$ cat src/rtl/rc4_pkg.sv
// Shared types and constants for the RC4 sequencing controller.
// Phase lengths are expressed as the last beat index of each state.
package rc4_pkg;

    localparam int N_ENT_DEF = 16;
    localparam int NIB_W_DEF = 4;
    localparam int CNT_W     = 9;

    typedef enum logic [2:0] {
        ST_IDLE   = 3'd0,
        ST_INIT_S = 3'd1,
        ST_LOAD_K = 3'd2,
        ST_KSA    = 3'd3,
        ST_COPY   = 3'd4,
        ST_PRGA   = 3'd5,
        ST_DONE   = 3'd6
    } rc4_state_e;

    // Last beat index of a counted phase; KSA and PRGA take two cycles per step.
    function automatic logic [CNT_W-1:0] phase_last(input rc4_state_e st,
                                                    input int n_ent,
                                                    input logic [7:0] ks);
        logic [CNT_W-1:0] last;
        last = '0;
        case (st)
            ST_INIT_S: last = CNT_W'(n_ent / 2 - 1);
            ST_LOAD_K: last = CNT_W'(n_ent - 1);
            ST_KSA:    last = CNT_W'(2 * n_ent - 1);
            ST_COPY:   last = CNT_W'(n_ent - 1);
            ST_PRGA:   last = {ks, 1'b0} - CNT_W'(1);
            default:   last = '0;
        endcase
        return last;
    endfunction

endpackage

$ cat src/rtl/rc4_beat_cnt.sv
// Loadable beat up-counter with a terminal-count flag against a supplied last index.
module rc4_beat_cnt
    import rc4_pkg::*;
(
    input  logic             clk,
    input  logic             reset,
    input  logic             i_load,
    input  logic             i_inc,
    input  logic [CNT_W-1:0] i_load_val,
    input  logic [CNT_W-1:0] i_last,
    output logic [CNT_W-1:0] o_cnt,
    output logic             o_tc
);

    logic [CNT_W-1:0] r_cnt;

    always_ff @(posedge clk or posedge reset) begin
        if (reset)
            r_cnt <= '0;
        else if (i_load)
            r_cnt <= i_load_val;
        else if (i_inc)
            r_cnt <= r_cnt + CNT_W'(1);
    end

    assign o_cnt = r_cnt;
    assign o_tc  = (r_cnt == i_last);

endmodule

$ cat src/rtl/rc4_seq_ctrl.sv
// Sequencer for one RC4 pass: S init, key load, KSA, S copy, PRGA keystream, done.
// All controls decode from the registered state and beat count; only en_k/in_k follow key_valid.
module rc4_seq_ctrl
    import rc4_pkg::*;
#(
    parameter int N_ENT = N_ENT_DEF,
    parameter int NIB_W = NIB_W_DEF
) (
    input  logic             clk,
    input  logic             reset,
    input  logic             start,
    input  logic [7:0]       ks_count,
    input  logic             key_valid,
    input  logic [NIB_W-1:0] key_nib,
    output logic             key_ready,
    output logic             en_s,
    output logic             en_k,
    output logic             enc,
    output logic             en_mod,
    output logic [NIB_W-1:0] in1s,
    output logic [NIB_W-1:0] in2s,
    output logic [NIB_W-1:0] in_k,
    output logic             clk_rst,
    output logic             rst_i,
    output logic             rst_s,
    output logic             rst_j,
    output logic             rst_copy,
    output logic             rst_prga,
    output logic             rst_final,
    output logic             busy,
    output logic             done,
    output logic             ks_valid,
    output logic [2:0]       state_o
);

    rc4_state_e       r_state;
    rc4_state_e       w_next;
    logic [7:0]       r_ks;
    logic [CNT_W-1:0] w_cnt;
    logic             w_tc;
    logic             w_hs;
    logic             w_inc;
    logic             w_load;

    always_ff @(posedge clk or posedge reset) begin
        if (reset) begin
            r_state <= ST_IDLE;
            r_ks    <= '0;
        end else begin
            r_state <= w_next;
            if (r_state == ST_IDLE && start)
                r_ks <= ks_count;
        end
    end

    assign w_hs   = (r_state == ST_LOAD_K) && key_valid;
    assign w_load = (w_next != r_state);
    assign w_inc  = (r_state != ST_IDLE) && (r_state != ST_DONE) &&
                    ((r_state != ST_LOAD_K) || w_hs);

    rc4_beat_cnt u_beat_cnt (
        .clk        (clk),
        .reset      (reset),
        .i_load     (w_load),
        .i_inc      (w_inc),
        .i_load_val ('0),
        .i_last     (phase_last(r_state, N_ENT, r_ks)),
        .o_cnt      (w_cnt),
        .o_tc       (w_tc)
    );

    always_comb begin
        w_next = r_state;
        case (r_state)
            ST_IDLE:   if (start) w_next = ST_INIT_S;
            ST_INIT_S: if (w_tc) w_next = ST_LOAD_K;
            ST_LOAD_K: if (w_hs && w_tc) w_next = ST_KSA;
            ST_KSA:    if (w_tc) w_next = ST_COPY;
            ST_COPY:   if (w_tc) w_next = (r_ks == 8'd0) ? ST_DONE : ST_PRGA;
            ST_PRGA:   if (w_tc) w_next = ST_DONE;
            ST_DONE:   w_next = ST_IDLE;
            default:   w_next = ST_IDLE;
        endcase
    end

    always_comb begin
        key_ready = (r_state == ST_LOAD_K);
        en_s      = (r_state == ST_INIT_S);
        en_k      = w_hs;
        enc       = (r_state == ST_COPY);
        en_mod    = (r_state == ST_PRGA);
        in1s      = '0;
        in2s      = '0;
        in_k      = w_hs ? key_nib : '0;
        if (r_state == ST_INIT_S) begin
            in1s = NIB_W'(w_cnt << 1);
            in2s = NIB_W'((w_cnt << 1) | CNT_W'(1));
        end
        clk_rst   = !(r_state inside {ST_KSA, ST_COPY, ST_PRGA});
        rst_j     = !(r_state inside {ST_KSA, ST_COPY, ST_PRGA});
        // i pointer restarts for the copy sweep, so it is pulsed on COPY entry
        rst_i     = !((r_state == ST_KSA) || (r_state == ST_PRGA) ||
                      ((r_state == ST_COPY) && (w_cnt != '0)));
        rst_s     = !(r_state inside {ST_INIT_S, ST_LOAD_K, ST_KSA, ST_COPY, ST_PRGA});
        rst_copy  = (r_state != ST_COPY);
        rst_prga  = (r_state != ST_PRGA);
        rst_final = (r_state != ST_PRGA);
        busy      = (r_state != ST_IDLE);
        done      = (r_state == ST_DONE);
        ks_valid  = (r_state == ST_PRGA) && w_cnt[0];
        state_o   = r_state;
    end

endmodule

$ cat config.mk
export PLATFORM = sky130hd
export DESIGN_NAME = rc4_seq_ctrl
export DESIGN_NICKNAME = d
export VERILOG_FILES = /design/src/rtl/rc4_pkg.sv /design/src/rtl/rc4_beat_cnt.sv /design/src/rtl/rc4_seq_ctrl.sv
export SDC_FILE = /design/constraint.sdc
export NUM_CORES = 1
export LEC_CHECK = 0
export ABC_AREA = 0
export CORE_MARGIN = 5
export CORE_UTILIZATION = 40
export CTS_BUF_LIST = sky130_fd_sc_hd__clkbuf_8
export CTS_CLUSTER_SIZE = 25
export DETAILED_ROUTE_END_ITERATION = 8
export GPL_TIMING_DRIVEN = 0
export PLACE_DENSITY = 0.68
export SYNTH_ARGS = -nofsm -noshare
export SYNTH_HDL_FRONTEND = slang
export SYNTH_SLANG_ARGS = --single-unit
$ cat constraint.sdc
create_clock -name clk -period 4.15 [get_ports clk]
set_clock_uncertainty 0.2 [all_clocks]
set_input_delay 0.83 -clock clk [delete_from_list [all_inputs] [get_ports clk]]
set_output_delay 0.83 -clock clk [all_outputs]
set_load 0.01 [all_outputs]
==> summary.txt <==
Power and ir drop
  • Peak supply drop: 0.000271 V
  • Switch share: 0.451
  • Power Dens Cells: 691 nW/um^2
  • Cell Int Power: 870 uW
  • P_leak: 0.934 nW
  • Sw Pwr: 715 uW
  • Combinational share of power: 0.677
  • Sequential power share: 0.225
  • Clock share of power: 0.098

STA
  • Unrepaired setup endpoints after global routing: no
  • Fmax: 0.279 GHz
  • Final hold vios: 0
  • Final setup viols: 0
  • Max Slew Vio Count: 0
  • Fin crit period: 3.58 ns
  • Hold Slack: 0.362 ns
  • Fin Setup TNS: 0 ns
  • Rel. slew slack: 0.459
  • Slew of the pin with the lowest slew margin: 0.811 ns
  • Period utilization: 0.862

Route
  • Total Wirelength: roughly 4800 um
  • Wire per inst: approximately 16 um
  • Initial DRC count: 156
  • DR pass1 iterations: 5
  • Number of remaining DRC errors: 0
  • Via density per instance: 5.54
  • Via Count: 1706
  • Post-route ant nets: 0

Cells and area
  • Share of layout cells above drive strength 1: 0.0938
  • Most common cell after layout, fill and taps aside: clkdlybuf4s50_1
  • Syn-to-layout area delta: 32.3%
  • Diodes inserted: 0
  • Finished Cell Area: approximately 2300 sq um
  • Nets: 277
  • Commonest non-fill, non-tap cells in the layout: clkdlybuf4s50_1, dfrtp_1, nand2_1

Min path
  • Hold Path Class: register to register
  • Cells on Worst Hold Path: 1

Place
  • GPL Wtd Cong: between 0.9 and 1
  • DP HPWL: 3650 um
  • PortBufs: 44
  • Post-DP Area: 2240 sq um

Global routing
  • Vias in the first global route: 1580
  • First-pass GRT wire length: 7680 um
  • Largest net degree at the start of global routing: 21
  • GRT Total Usage: 0.174
  • Initial antenna violation count: 0
  • Total gr overflow: 0

Setup path
  • Bufs and invs on worst path: 4
  • R2R depth: 8
  • WP depth: 7
  • Critical Path Start Type: register
  • CP dominant cell by count: clkbuf_1
  • Worst path slowest cell: clkdlybuf4s50_1
  • Crit path kind: register to output port
  • Crit-path leading delay family: buffers and inverters
  • Critical path peak fanout: 10
  • WP data required: 3.12 ns
  • CP Capture Type: output port
  • Critical Path Max Stage Delay: 0.54 ns
  • Worst Path Arrival: 2.55 ns
  • Critical Path, Cell by Cell: clkbuf_1 -> nor2b_1 -> clkbuf_1 -> and3_1 -> clkbuf_1 -> and2_1 -> clkdlybuf4s50_1

Job
  • Max-cap violations: 0

Clock tree
  • Num CTS Buffers: 3
  • Worst-path clk slew: ~0.080 ns
  • CTS tree: yes
  • CTS hold repair buffers: 0
  • Sink Count: 20
  • H-tree level count: 1
  • Cts repair resizes: 0
  • Root Driver: clkbuf_8
  • Clock buffer depth: 2
  • Post-CTS setup buffer count: 0
  • Clock latency on the worst-skew pair: around 0.27 ns

Die
  • # rows: 24
  • Num ports: 46
  • Die width: around 76 um
  • Total die area: 5750 sq um
  • Die height: 75.8 um
  • Initial core utilization: 0.404
  • Core area: 4290 sq um

Synth
  • Yosys reg bits: 20
  • Asr flop ratio synth: 1.00
  • Cells after synthesis: 208
  • Synth unique cells: 56
  • Sequential area share after synthesis: 0.289
  • Ys flop type: dfrtp_1
  • Synth warn: 0
  • Mapped Area: between 1500 and 2000 sq um
  • Syn_nets: 228
  • Synth Area per Inst: 8.34 sq um
  • Post-synth EDFFs: 0

Outcome
  • Status: finished, final reports clean
## through the flow
step | cells | setup WS, ns | utilization | total power [mW]
after floorplan | 208 | 1.49 | - | 1.05
after global placement | 304 | 0.696 | 0.522 | 1.41
after detailed placement | 304 | 0.691 | 0.522 | 1.43
after CTS | 308 | 0.588 | 0.534 | 1.59
after global routing | 308 | 0.264 | 0.534 | 1.71
final | 308 | 0.572 | 0.534 | 1.58
## worst paths after layout
path	slack [ns]	startpoint	end
setup / recovery	0.57	state_o[1]	in_k[1]
hold / removal	0.36	r_ks[5]	r_ks[5]
setup reg to reg	1.21	state_o[0]	state_o[0]
hold reg to reg	0.36	r_ks[5]	r_ks[5]
max in group asynchronous	2.43	reset	u_beat_cnt.o_cnt[4]
min in group asynchronous	0.81	reset	r_ks[5]
## cell usage after synthesis (3+ instances only)
library cell / number / share of area
dfrtp_1: 20 / 0.29
nand2_1: 19 / 0.041
a21oi_1: 18 / 0.052
nor2_1: 12 / 0.026
clkbuf_1: 11 / 0.024
inv_1: 10 / 0.022
xnor2_1: 9 / 0.045
and2_1: 7 / 0.025
buf_4: 7 / 0.030
mux2_2: 6 / 0.039
nand4_1: 5 / 0.018
nor4_1: 5 / 0.018
o21ai_0: 5 / 0.014
ha_1: 4 / 0.029
nand2b_1: 4 / 0.014
nor3_1: 4 / 0.012
or3_1: 4 / 0.014
xor2_1: 4 / 0.020
and3_1: 3 / 0.011
buf_1: 3 / 0.0065
mux2i_1: 3 / 0.017
nand3_1: 3 / 0.0087
nor2b_1: 3 / 0.011
nor3b_1: 3 / 0.013
## worst reg2reg max path: cells and delay by family, from the launching register on
kind / cells / cell delay, ns
DFF: 1 / 0.34
and+or+nand+nor: 2 / 0.71
buffers and inverters: 2 / 0.48
AOI/OAI and AO/OA: 3 / 0.90
muxes: 1 / 0.25
## power by group through the flow
stage / clock, mW / combinational (mW) / sequential (mW)
final: 0.156 / 1.07 / 0.356
after global routing: 0.164 / 1.18 / 0.369
after CTS: 0.158 / 1.07 / 0.354
after detailed placement: 0 / 1.07 / 0.358
after global placement: 0 / 1.06 / 0.353
after floorplan: 0 / 0.712 / 0.334
## logic make-up (layout without fill, tap and decap cells)
logic type,after synthesis,in the layout,share of synthesized area
compound gates,48,48,0.207
xor+xnor,14,14,0.0786
fa+ha+maj,4,4,0.0289
buf+inv,32,80,0.0851
flops,20,20,0.289
mux,9,9,0.0563
other cells,1,1,0.00216
simple gates,80,80,0.253
## final cells by class
| cell class | instances | area (sq um) |
|---|---|---|
| fillers | 427 | 2000 |
| multi-input cells | 156 | 1090 |
| flip-flops and latches | 20 | 500 |
| repair buffers | 44 | 440 |
| plain buffers | 22 | 110 |
| well taps | 52 | 65.1 |
| clock buffers | 4 | 55.1 |
| inverters | 10 | 37.5 |
## flip-flops by register name (all words and copies together), names as in the netlist
name,cells
u_beat_cnt.o_cnt,9
state_o,3
r_ks,8
## routing by layer
layer  vias up  part of all wire  GRT usage
met5         -                 0          0
met4         0             0.016     0.0447
met3         8             0.045     0.0224
met2        34              0.48      0.298
met1       828              0.46      0.232
li1        836                 -          -
Power figures use the tool's default switching activity.
